==> src/rtl/sphere_loader_pkg.sv <==
// sphere_loader_pkg: shared types for the sphere loader.
//   sphere_t        packed sphere record, MSB first: x, y, z, r, c (64 bits)
//   SPHERE_BYTES    bytes per record on the MCU stream
//   SPHERE_W        record width in bits
//   loader_state_e  loader FSM states
package sphere_loader_pkg;

  localparam int SPHERE_BYTES = 8;

  typedef struct packed {
    logic [15:0] x;
    logic [13:0] y;
    logic [15:0] z;
    logic [5:0]  r;
    logic [11:0] c;
  } sphere_t;

  localparam int SPHERE_W = $bits(sphere_t);

  typedef enum logic [1:0] {
    IDLE    = 2'd0,
    COUNT   = 2'd1,
    DATA    = 2'd2,
    DISCARD = 2'd3
  } loader_state_e;

endpackage

==> src/rtl/sphere_loader_if.sv <==
// sphere_loader_if: MCU byte stream, renderer swap/read port and status.
//   frame_sync, byte_in, byte_valid   MCU scene stream
//   swap_req, rd_idx, rd_sphere       renderer side
//   active_count, pending, busy, load_err, dbg_state   status / debug
//
// Handshake: byte_in is sampled on every rising clk edge where byte_valid
// is high and the loader is collecting bytes. There is no ready; the loader
// accepts at most one byte per cycle and never stalls the sender.
// frame_sync and swap_req are single-cycle pulses.
interface sphere_loader_if
  import sphere_loader_pkg::*;
#(
  parameter int IDX_W = 3,
  parameter int CNT_W = 4
) ();
  logic                frame_sync;
  logic [7:0]          byte_in;
  logic                byte_valid;
  logic                swap_req;
  logic [IDX_W-1:0]    rd_idx;
  logic [SPHERE_W-1:0] rd_sphere;
  logic [CNT_W-1:0]    active_count;
  logic                pending;
  logic                busy;
  logic                load_err;
  loader_state_e       dbg_state;

  modport slave (
    input  frame_sync, byte_in, byte_valid, swap_req, rd_idx,
    output rd_sphere, active_count, pending, busy, load_err, dbg_state
  );

  modport master (
    output frame_sync, byte_in, byte_valid, swap_req, rd_idx,
    input  rd_sphere, active_count, pending, busy, load_err, dbg_state
  );
endinterface

==> src/rtl/sphere_loader_assembler.sv <==
// sphere_loader_assembler: collects 8 bytes MSB first into one sphere record.
//   clk, rst       clock, synchronous active-high reset
//   i_clr          abort the record in progress (frame_sync)
//   i_en           accept i_byte this cycle
//   i_byte         incoming byte
//   o_word_valid   high in the cycle the 8th byte is accepted
//   o_word         completed record, valid with o_word_valid
module sphere_loader_assembler
  import sphere_loader_pkg::*;
(
  input  logic       clk,
  input  logic       rst,
  input  logic       i_clr,
  input  logic       i_en,
  input  logic [7:0] i_byte,
  output logic       o_word_valid,
  output sphere_t    o_word
);
  // Only the first seven bytes need storing; the eighth is taken straight
  // from i_byte so the record is available in the cycle it completes.
  logic [SPHERE_W-9:0] r_shift;
  logic [2:0]          r_byte_cnt;

  always_ff @(posedge clk) begin
    if (rst || i_clr) begin
      r_shift    <= '0;
      r_byte_cnt <= '0;
    end else if (i_en) begin
      r_shift    <= {r_shift[SPHERE_W-17:0], i_byte};
      r_byte_cnt <= r_byte_cnt + 3'd1;  // wraps to 0 after the 8th byte
    end
  end

  assign o_word_valid = i_en && (r_byte_cnt == 3'(SPHERE_BYTES - 1));
  assign o_word       = sphere_t'({r_shift, i_byte});

endmodule

==> src/rtl/sphere_loader.sv <==
// sphere_loader: loads scene packets (count byte + N 8-byte records) into the
// shadow bank of a double-buffered sphere table; the renderer reads the active
// bank and swaps banks at frame boundaries.
//   clk, rst   clock, synchronous active-high reset
//   bus        sphere_loader_if.slave (stream in, read port, status out)
module sphere_loader
  import sphere_loader_pkg::*;
#(
  parameter int MAX_SPHERES = 8,
  parameter int IDX_W       = $clog2(MAX_SPHERES),
  parameter int CNT_W       = IDX_W + 1
) (
  input logic            clk,
  input logic            rst,
  sphere_loader_if.slave bus
);
  loader_state_e    r_state, w_state_next;
  logic             r_active;
  logic             r_pending;
  logic             r_load_err;
  logic [CNT_W-1:0] r_count [2];
  logic [CNT_W-1:0] r_n;
  logic [CNT_W-1:0] r_sphere_cnt;
  sphere_t          r_tab [2][MAX_SPHERES];
  sphere_t          r_rd_sphere;

  logic             w_asm_en, w_word_valid;
  sphere_t          w_word;
  logic             w_zero, w_oversize, w_start, w_complete;
  logic             w_done, w_swap;
  logic [CNT_W-1:0] w_done_cnt;

  sphere_loader_assembler u_asm (
    .clk          (clk),
    .rst          (rst),
    .i_clr        (bus.frame_sync),
    .i_en         (w_asm_en),
    .i_byte       (bus.byte_in),
    .o_word_valid (w_word_valid),
    .o_word       (w_word)
  );

  assign w_asm_en = bus.byte_valid && !bus.frame_sync && (r_state == DATA);

  always_ff @(posedge clk) begin
    if (rst) r_state <= IDLE;
    else     r_state <= w_state_next;
  end

  // frame_sync overrides everything, so no completion can coincide with it.
  always_comb begin
    w_state_next = r_state;
    w_zero       = 1'b0;
    w_oversize   = 1'b0;
    w_start      = 1'b0;
    w_complete   = 1'b0;
    if (bus.frame_sync) begin
      w_state_next = COUNT;
    end else begin
      case (r_state)
        COUNT: if (bus.byte_valid) begin
          if (bus.byte_in == 8'd0) begin
            w_zero       = 1'b1;
            w_state_next = IDLE;
          end else if ({1'b0, bus.byte_in} > 9'(MAX_SPHERES)) begin
            w_oversize   = 1'b1;
            w_state_next = DISCARD;
          end else begin
            w_start      = 1'b1;
            w_state_next = DATA;
          end
        end
        DATA: if (w_word_valid && (r_sphere_cnt == r_n - CNT_W'(1))) begin
          w_complete   = 1'b1;
          w_state_next = IDLE;
        end
        default: ;
      endcase
    end
  end

  assign w_done     = w_zero || w_complete;
  assign w_done_cnt = w_zero ? '0 : r_n;
  // A scene completing this cycle is swappable immediately; otherwise the
  // swap sees pending as it was before this cycle.
  assign w_swap     = bus.swap_req && (r_pending || w_done);

  always_ff @(posedge clk) begin
    if (rst) begin
      r_active     <= 1'b0;
      r_pending    <= 1'b0;
      r_load_err   <= 1'b0;
      r_count[0]   <= '0;
      r_count[1]   <= '0;
      r_n          <= '0;
      r_sphere_cnt <= '0;
    end else begin
      if (w_swap) r_active <= ~r_active;
      // Shadow index uses the bank before any toggle in this cycle.
      if (w_done) r_count[~r_active] <= w_done_cnt;
      if (w_swap)                r_pending <= 1'b0;
      else if (w_done)           r_pending <= 1'b1;
      if (bus.frame_sync)        r_pending <= 1'b0;
      if (w_oversize)            r_load_err <= 1'b1;
      if (w_start) begin
        r_load_err <= 1'b0;
        r_n        <= CNT_W'(bus.byte_in);
      end
      if (bus.frame_sync)        r_sphere_cnt <= '0;
      else if (w_word_valid)     r_sphere_cnt <= r_sphere_cnt + CNT_W'(1);
    end
  end

  always_ff @(posedge clk) begin
    if (rst) begin
      for (int b = 0; b < 2; b++)
        for (int i = 0; i < MAX_SPHERES; i++)
          r_tab[b][i] <= '0;
      r_rd_sphere <= '0;
    end else begin
      if (w_word_valid) r_tab[~r_active][r_sphere_cnt[IDX_W-1:0]] <= w_word;
      r_rd_sphere <= r_tab[r_active][bus.rd_idx];
    end
  end

  assign bus.rd_sphere    = r_rd_sphere;
  assign bus.active_count = r_count[r_active];
  assign bus.pending      = r_pending;
  assign bus.busy         = (r_state == COUNT) || (r_state == DATA);
  assign bus.load_err     = r_load_err;
  assign bus.dbg_state    = r_state;

endmodule

==> src/flat_wrapper.sv <==
// flat-port wrapper written by rule: the top's interface ports become plain ports
module sphere_loader_flat import sphere_loader_pkg::*;
#(
  parameter int MAX_SPHERES = 8,
  parameter int IDX_W       = $clog2(MAX_SPHERES),
  parameter int CNT_W       = IDX_W + 1
)
  (clk, rst, bus_frame_sync, bus_byte_in, bus_byte_valid, bus_swap_req, bus_rd_idx, bus_rd_sphere, bus_active_count, bus_pending, bus_busy, bus_load_err, bus_dbg_state);
  sphere_loader_if #(.IDX_W(IDX_W), .CNT_W(CNT_W)) bus_i ();
  input logic clk;
  input logic rst;
  input wire logic [$bits(bus_i.frame_sync)-1:0] bus_frame_sync;
  input wire logic [$bits(bus_i.byte_in)-1:0] bus_byte_in;
  input wire logic [$bits(bus_i.byte_valid)-1:0] bus_byte_valid;
  input wire logic [$bits(bus_i.swap_req)-1:0] bus_swap_req;
  input wire logic [$bits(bus_i.rd_idx)-1:0] bus_rd_idx;
  output wire logic [$bits(bus_i.rd_sphere)-1:0] bus_rd_sphere;
  output wire logic [$bits(bus_i.active_count)-1:0] bus_active_count;
  output wire logic [$bits(bus_i.pending)-1:0] bus_pending;
  output wire logic [$bits(bus_i.busy)-1:0] bus_busy;
  output wire logic [$bits(bus_i.load_err)-1:0] bus_load_err;
  output wire logic [$bits(bus_i.dbg_state)-1:0] bus_dbg_state;
  assign bus_i.frame_sync = bus_frame_sync;
  assign bus_i.byte_in = bus_byte_in;
  assign bus_i.byte_valid = bus_byte_valid;
  assign bus_i.swap_req = bus_swap_req;
  assign bus_i.rd_idx = bus_rd_idx;
  assign bus_rd_sphere = bus_i.rd_sphere;
  assign bus_active_count = bus_i.active_count;
  assign bus_pending = bus_i.pending;
  assign bus_busy = bus_i.busy;
  assign bus_load_err = bus_i.load_err;
  assign bus_dbg_state = bus_i.dbg_state;
  sphere_loader #(.MAX_SPHERES(MAX_SPHERES), .IDX_W(IDX_W), .CNT_W(CNT_W)) u_core (.clk(clk), .rst(rst), .bus(bus_i));
endmodule
==> config.mk <==
export PLATFORM = sky130hd
export DESIGN_NAME = sphere_loader_flat
export DESIGN_NICKNAME = d
export VERILOG_FILES = /design/src/rtl/sphere_loader_pkg.sv /design/src/rtl/sphere_loader_if.sv /design/src/rtl/sphere_loader_assembler.sv /design/src/rtl/sphere_loader.sv /design/src/flat_wrapper.sv
export SDC_FILE = /design/constraint.sdc
export NUM_CORES = 1
export LEC_CHECK = 0
export CAP_MARGIN = 20
export CORE_UTILIZATION = 57
export CTS_CLUSTER_SIZE = 24
export DETAILED_ROUTE_END_ITERATION = 6
export DONT_BUFFER_PORTS = 1
export PLACE_DENSITY_LB_ADDON = 0.2
export RECOVER_POWER = 25
export SETUP_SLACK_MARGIN = 0.3
export SYNTH_ARGS = -nofsm -noshare
export SYNTH_HDL_FRONTEND = slang
export SYNTH_SLANG_ARGS = --single-unit
export TNS_END_PERCENT = 5
==> constraint.sdc <==
create_clock -name clk -period 8 [get_ports clk]
set_input_delay 0.8 -clock clk [delete_from_list [all_inputs] [get_ports clk]]
set_output_delay 0.8 -clock clk [all_outputs]
set_load 0.01 [all_outputs]
==> results of run 1 <==
final cells by class:
type                       count  share of cell area, %
inverter                       8                 0.0593
tap                         1080                   2.56
clock buffer                 153                   6.20
antenna                        1                0.00475
sequential                  1169                   64.0
clock inverter                68                   1.20
timing repair buffer          46                  0.683
multi-input combinational   1328                   25.3
critical path, delay by kind of cell, from the launching register on:
family,cells,cell delay [ns]
and+or+nand+nor,5,2.95
buffers and inverters,3,1.93
DFF,1,0.44
adders and majority gates,1,0.29
synthesized netlist by cell type:
library cell | instances | area, um^2
mux2i_1 | 2 | 20.0
o41ai_1 | 3 | 26.3
nor4_1 | 1 | 6.26
or4_1 | 1 | 7.51
buf_2 | 10 | 50.1
a21oi_1 | 63 | 315
nor3_2 | 1 | 10.0
a311oi_1 | 1 | 8.76
xnor2_1 | 4 | 35.0
edfxtp_1 | 1032 | 31000
nor3_1 | 7 | 35.0
and3b_1 | 2 | 17.5
and4_1 | 1 | 8.76
a2bb2oi_1 | 1 | 8.76
ha_1 | 6 | 75.1
nand2_1 | 127 | 477
and3_1 | 1 | 6.26
clkbuf_2 | 2 | 10.0
clkbuf_1 | 183 | 687
buf_6 | 15 | 169
nor2_1 | 17 | 63.8
dfxtp_1 | 137 | 2740
a211oi_1 | 1 | 7.51
a221o_1 | 1 | 10.0
o31ai_1 | 1 | 7.51
nand3_1 | 10 | 50.1
o21ai_0 | 13 | 65.1
buf_4 | 8 | 60.1
mux2_2 | 4 | 45.0
buf_1 | 15 | 56.3
nor4_2 | 2 | 25.0
mux4_2 | 320 | 7210
nand3b_1 | 2 | 15.0
nand4b_4 | 1 | 23.8
a21o_1 | 2 | 15.0
or3_1 | 2 | 12.5
inv_1 | 8 | 30.0
or2_2 | 6 | 37.5
and2_1 | 713 | 4460
a22oi_1 | 2 | 15.0
nand2b_1 | 3 | 18.8
xor2_1 | 5 | 43.8
o21a_1 | 1 | 7.51
nor2_2 | 1 | 6.26
power by group:
group / switching, mW / internal, mW / total, mW
combinational: 0.263 / 0.218 / 0.481
sequential: 0.103 / 6.92 / 7.02
clock: 2.29 / 3.23 / 5.52
per-stage QoR:
step | hold WS, ns | setup slack (ns) | area, um^2
floorplan | 0.435 | -0.250 | 48000
global placement | 0.459 | 2.94 | 48900
detailed placement | 0.456 | 2.93 | 48900
CTS | 0.156 | 2.96 | 52800
global route | 0.163 | 1.67 | 52700
finish | 0.176 | 1.95 | 52700
sequential cells by signal, indices dropped and copies added (netlist names), named ones only:
name                     count
u_core.r_n                   4
u_core.bus.dbg_state         2
u_core.r_active              1
u_core.bus.rd_sphere        64
u_core.r_sphere_cnt          4
u_core.u_asm.r_shift        56
u_core.bus.load_err          1
u_core.u_asm.r_byte_cnt      3
u_core.r_count               8
u_core.r_tab              1024
u_core.bus.pending           1
how the worst max path moves through the flow:
stage / to / depth (start not counted)
2_1_floorplan: u_core.r_tab[1][384] / 2
3_3_place_gp: u_core.r_tab[1][475] / 8
3_5_place_dp: u_core.r_tab[1][498] / 8
4_1_cts: u_core.r_tab[1][462] / 9
5_1_grt: u_core.r_tab[1][473] / 9
6_report: u_core.r_tab[1][473] / 9
metal layers:
metal,up-vias,routed length [um],GRT usage (%)
li1,10198,-,-
met1,12867,45500,38.7
met2,1117,57700,45.6
met3,160,9550,4.75
met4,0,2440,7.47
met5,-,0,0
placed cells by master (no fill, tap or decap), drive strengths merged, types with 3 or more instances in the layout:
cell type / count
a21oi: 63
and2: 713
buf: 40
bufinv: 11
clkbuf: 159
clkinv: 51
dfxtp: 137
edfxtp: 1032
ha: 6
inv: 13
mux2: 4
mux4: 320
nand2: 127
nand2b: 3
nand3: 10
nor2: 18
nor3: 8
nor4: 3
o21ai: 13
o41ai: 3
or2: 6
xnor2: 4
xor2: 5
cells by family after synthesis:
| logic type | synth area share, % |
|---|---|
| simple gates | 11.0 |
| buf+inv | 2.21 |
| fa+ha+maj | 0.156 |
| flops | 70.3 |
| compound gates | 1.01 |
| mux | 15.2 |
| xor+xnor | 0.164 |
==> summary.txt, run 1 <==
Setup path
  – Startpoint types: flip-flop
  – Maximum fanout along the worst path: 65
  – Crit Reg-Reg Startpoint: u_core.bus.dbg_state[1]
  – WP data required: 8.31 ns
  – R2r endpoint: u_core.r_tab[1][473]
  – Kind of critical path: flip-flop to flip-flop
  – Critical path, cell by cell: ha_1 -> nand4b_1 -> nor2_1 -> buf_4 -> nand3_1 -> nor3_2 -> buf_4 -> or2_4 -> buf_4
  – CP arrival: 6.37 ns
  – Reg2reg setup slack: 1.95 ns
  – Crit-path most repeated cell: buf_4
  – Reg2reg path depth: 9
  – Slowest cell on crit path: nor2_1
  – CP peak stage delay: 1.22 ns
  – Endpoint type of the worst setup path: flip-flop
  – CP Launch Point: u_core.bus.dbg_state[1]

Timing
  – Slew Limit Fails: 214
  – Final setup viols: 0
  – Relative slew slack: -147%
  – Fmax: 165 MHz
  – RSZ-0062 raised after global routing: false
  – Final Critical Period: 6.05 ns
  – Fin crit share: approximately three quarters
  – Clock skew: ~0.026 ns
  – Final hold vios: 0
  – Worst slew pin tran: 3.70 ns
  – Final TNS setup: 0 ns

Layout
  – Final Non-Filler Cells: 3853
  – Filler cell count in the final layout: 5646
  – Core Util, Final: 63.2%
  – FF/Latch Area: 33700 um^2
  – Share of cells above drive strength 1: 20.5%
  – Layout area overhead: 9.88%
  – Multi-input gate area: 13300 um^2
  – Nets: 2691

Floorplanning
  – Num rows: approximately 110
  – Die width: 292 um
  – CORE AREA: 83400 um^2
  – Initial Utilization: 57.5%
  – Die Ht: about 290 um
  – I/O Pins: 89
  – Die area: approximately 85000 um^2

CTS
  – Root Driver: clkbuf_16
  – Htree depth: 3
  – CTS resizes: 0
  – Buffer depth of the longest clock path: 3
  – Sink Count: between 1000 and 1500
  – CTS buffer count: 116
  – Clock Pin Slew Worst Setup and Hold Paths: roughly 0.070 ns
  – Worst-Skew Late Latency: 0.69 ns
  – TritonCTS clock tree: done
  – Postcts setup bufs: 0
  – Hold_buf cts: 0

Outcome
  – Failing checks: max-capacitance violations, max-slew violations
  – Status: complete, but fails checks

Synthesis
  – Mapped Nets: 2760
  – Post-synthesis sequential area ratio: between 70 and 80%
  – Cell Area, Synth: 48000 um^2
  – Library cells used by synthesis: 44
  – Syn Inst Count: 2738
  – Syn_area_per_cell: 17.5 um^2
  – YS warnings: 0
  – Seq cells post-synth: roughly 1200

GRT
  – Gr usage total: 27.7%
  – Largest net degree at the start of global routing: 257
  – Grt total ovfl: 0
  – Number of global-route vias before repair: 25722
  – Initial antenna violation count: 4
  – First-pass GRT wire length: 170000 um

Drt
  – Drt first pass iters: 5
  – DRT iter0 DRCs: around 2800
  – Via count: approximately 24000
  – Detailed Route WL: ~120000 um
  – Per-cell routed wire length: 29.9 um
  – DRC violations left: 0
  – Avg Vias per Cell: 6.32
  – ANT nets after route: 0

Min path
  – Worst hold path stage count: 1
  – Hold wc startpoint: rst
  – WHS Endpoint: u_core.bus.load_err
  – HP Class: primary input to flip-flop

Power and ir drop
  – Pwr/cell area: 247 nW/um^2
  – Worst vdd ir: approximately 190 uV
  – LEAKAGE: roughly 17 nW
  – Total power: 13.0 mW

Place
  – Port Buf Inserts: 0
  – Detailed Place HPWL: 58300 um
  – Placed insts: 3631
  – GPL Wtd Cong: between 0.7 and 0.8

Flow run
  – Max Cap Viol: 6
Power figures use the tool's default switching activity.
==> run 2, diff against run 1 <==
--- a/config.mk
+++ b/config.mk
@@ -6,7 +6,7 @@
 export NUM_CORES = 1
 export LEC_CHECK = 0
 export CAP_MARGIN = 20
-export CORE_UTILIZATION = 57
+export CORE_UTILIZATION = 63
 export CTS_CLUSTER_SIZE = 24
 export DETAILED_ROUTE_END_ITERATION = 6
 export DONT_BUFFER_PORTS = 1
==> constraint.sdc (replaced) <==
create_clock -name clk -period 5.96 [get_ports clk]
set_input_delay 0.596 -clock clk [delete_from_list [all_inputs] [get_ports clk]]
set_output_delay 0.596 -clock clk [all_outputs]
set_load 0.01 [all_outputs]
==> run 2 against run 1 <==
  * The flow still finishes with violations (max-capacitance violations, max-slew violations)
  * Critical path depth down 4
  * Clock-buffer cell count up 8
  * Sequential share of layout area up 0.093 points
  * Setup slack worse by 0.78 ns
  * Sequential power up 34%
  * Global-route usage up 3.2 points
  * Via count up 2.9%
  * Fmax up 26%
  * Clock skew down 0.0038 ns
  * Flip-flop and latch count unchanged
  * Non-clock buffer count up 6
  * Cell area down 0.14%
  * Critical path type unchanged
  * Largest cell class unchanged
  * Highest routed layer is now met5
==> summary.txt, run 2 (synthesis results as in run 1) <==
Timing
  – Relative slew slack: -143%
  – Final Critical Period: 4.80 ns
  – Final hold vios: 0
  – Slew Limit Fails: around 240
  – Final setup viols: 0
  – RSZ-0062 raised after global routing: false
  – Fmax: 209 MHz
  – Worst slew pin tran: between 3 and 4 ns
  – Fin crit share: 80.5%
  – WHS: 0.0554 ns
  – Clock skew: ~0.023 ns

Drt
  – Drt first pass iters: 5
  – Via count: around 25000
  – Per-cell routed wire length: 31.0 um
  – ANT nets after route: 0
  – DRC violations left: 0
  – Avg Vias per Cell: 6.69
  – DRT iter0 DRCs: 3454
  – Detailed Route WL: 116000 um

Floorplanning
  – Num rows: 100
  – Die width: 278 um
  – Initial Utilization: ~64%
  – Die area: 77300 um^2
  – Die Ht: 278 um
  – I/O Pins: 89
  – CORE AREA: 74900 um^2

Setup path
  – Kind of critical path: flip-flop to flip-flop
  – CP arrival: 5.10 ns
  – Startpoint types: flip-flop
  – Endpoint type of the worst setup path: flip-flop
  – Maximum fanout along the worst path: 33
  – WP data required: around 6.3 ns

Layout
  – Final instance area: roughly 53000 um^2
  – FF/Latch Area: 33700 um^2
  – Layout area overhead: 9.72%
  – Register with the highest flop count: u_core.r_tab
  – Most frequent cells in the layout: edfxtp_1, and2_1, mux4_2
  – Share of cells above drive strength 1: 20.2%
  – Largest register FFs: roughly 1000
  – Nets: 2695
  – Filler cell count in the final layout: 4492
  – Multi-input gate area: 13300 um^2
  – Commonest non-fill, non-tap cell in the layout: edfxtp_1

Power and ir drop
  – Worst vdd ir: between 200 and 250 uV
  – Total power: 17.4 mW
  – Pwr/cell area: between 300 and 400 nW/um^2
  – LEAKAGE: 17.3 nW

GRT
  – Largest net degree at the start of global routing: around 260
  – Gr usage total: between 30% and 40%
  – Initial antenna violation count: 8
  – Number of global-route vias before repair: 25889
  – First-pass GRT wire length: 172000 um
  – Grt total ovfl: 0

Place
  – GPL Wtd Cong: between 0.8 and 0.9
  – Detailed Place HPWL: 59600 um
  – Port Buf Inserts: 0
  – DP Area: 48900 um^2

CTS
  – Htree depth: 3
  – Clock Pin Slew Worst Setup and Hold Paths: approximately 0.06 ns
  – CTS buffer count: 114
  – Sink Count: around 1200
  – Buffer depth of the longest clock path: 3
  – Root Driver: clkbuf_16
  – Worst-Skew Late Latency: 0.68 ns
  – CTS resizes: 0
  – TritonCTS clock tree: done

Min path
  – HP Class: primary input to flip-flop

Flow run
  – Max Cap Viol: 7

Outcome
  – Failing checks: max-capacitance violations, max-slew violations
  – Status: complete, but fails checks
-- run 2: changes by cell type in the layout (fill, tap and decap cells not counted), sizes merged --
cell / delta
clkbuf: +8
dlygate4sd3: +1
buf: +5
inv: -4
clkinv: -9
-- run 2: through the flow --
step                TNS [ns]  cells  utilization (%)  worst slack [ns]
finish                     0   3743             70.3              1.16
global route               0   3742             70.3              1.06
CTS                        0   3739             70.3              2.08
detailed placement         0   3522             65.2              2.10
global placement           0   3520             65.1              2.19
floorplan            -630.50   2738                -             -2.14
-- run 2: area by class of cell --
class | instances | share of cell area [%]
well taps | 969 | 2.30
diodes | 1 | 0.00475
multi-input cells | 1328 | 25.3
clock inverters | 55 | 1.03
inverters | 8 | 0.0618
repair buffers | 52 | 1.03
flip-flops and latches | 1169 | 64.1
clock buffers | 161 | 6.18
-- run 2: report_power, final --
part | switching [mW] | internal (mW)
sequential | 0.152 | 9.29
combinational | 0.354 | 0.300
clock | 3.02 | 4.27
-- run 2: worst paths after layout --
| kind | startpoint | endpoint | slack (ns) | cells after the start |
|---|---|---|---|---|
| max reg2reg | u_core.bus.dbg_state[1] | u_core.r_tab[1][431] | 1.16 | 5 |
| max | u_core.bus.dbg_state[1] | u_core.r_tab[1][431] | 1.16 | 5 |
| min | bus_byte_in[3] | u_core.u_asm.r_shift[3] | 0.06 | 2 |
| min reg2reg | u_core.u_asm.r_byte_cnt[1] | u_core.u_asm.r_byte_cnt[1] | 0.47 | 2 |
-- run 2: critical path, cell delays in order, from the launching register on --
cell and delay (ns):
dfxtp_1 0.43, ha_1 0.30, nand4b_1 0.44, o41ai_1 0.58
clkbuf_1 1.73, buf_4 0.88
-- run 2: repair_timing --
item / 4_1_cts / 5_1_grt
endpoints found under the hold margin: 6 / 0
hold buffers: 1 / 0
endpoints found under the setup margin: 0 / 0
buffers inserted: 0 / 0
-- run 2: routing by layer --
metal | vias up | GRT usage, % | routed length (um)
li1 | 10192 | - | -
met1 | 13168 | 44.2 | 44000
met2 | 1501 | 50.0 | 57600
met3 | 194 | 4.92 | 11800
met4 | 2 | 9.09 | 2850
met5 | - | 0 | 12
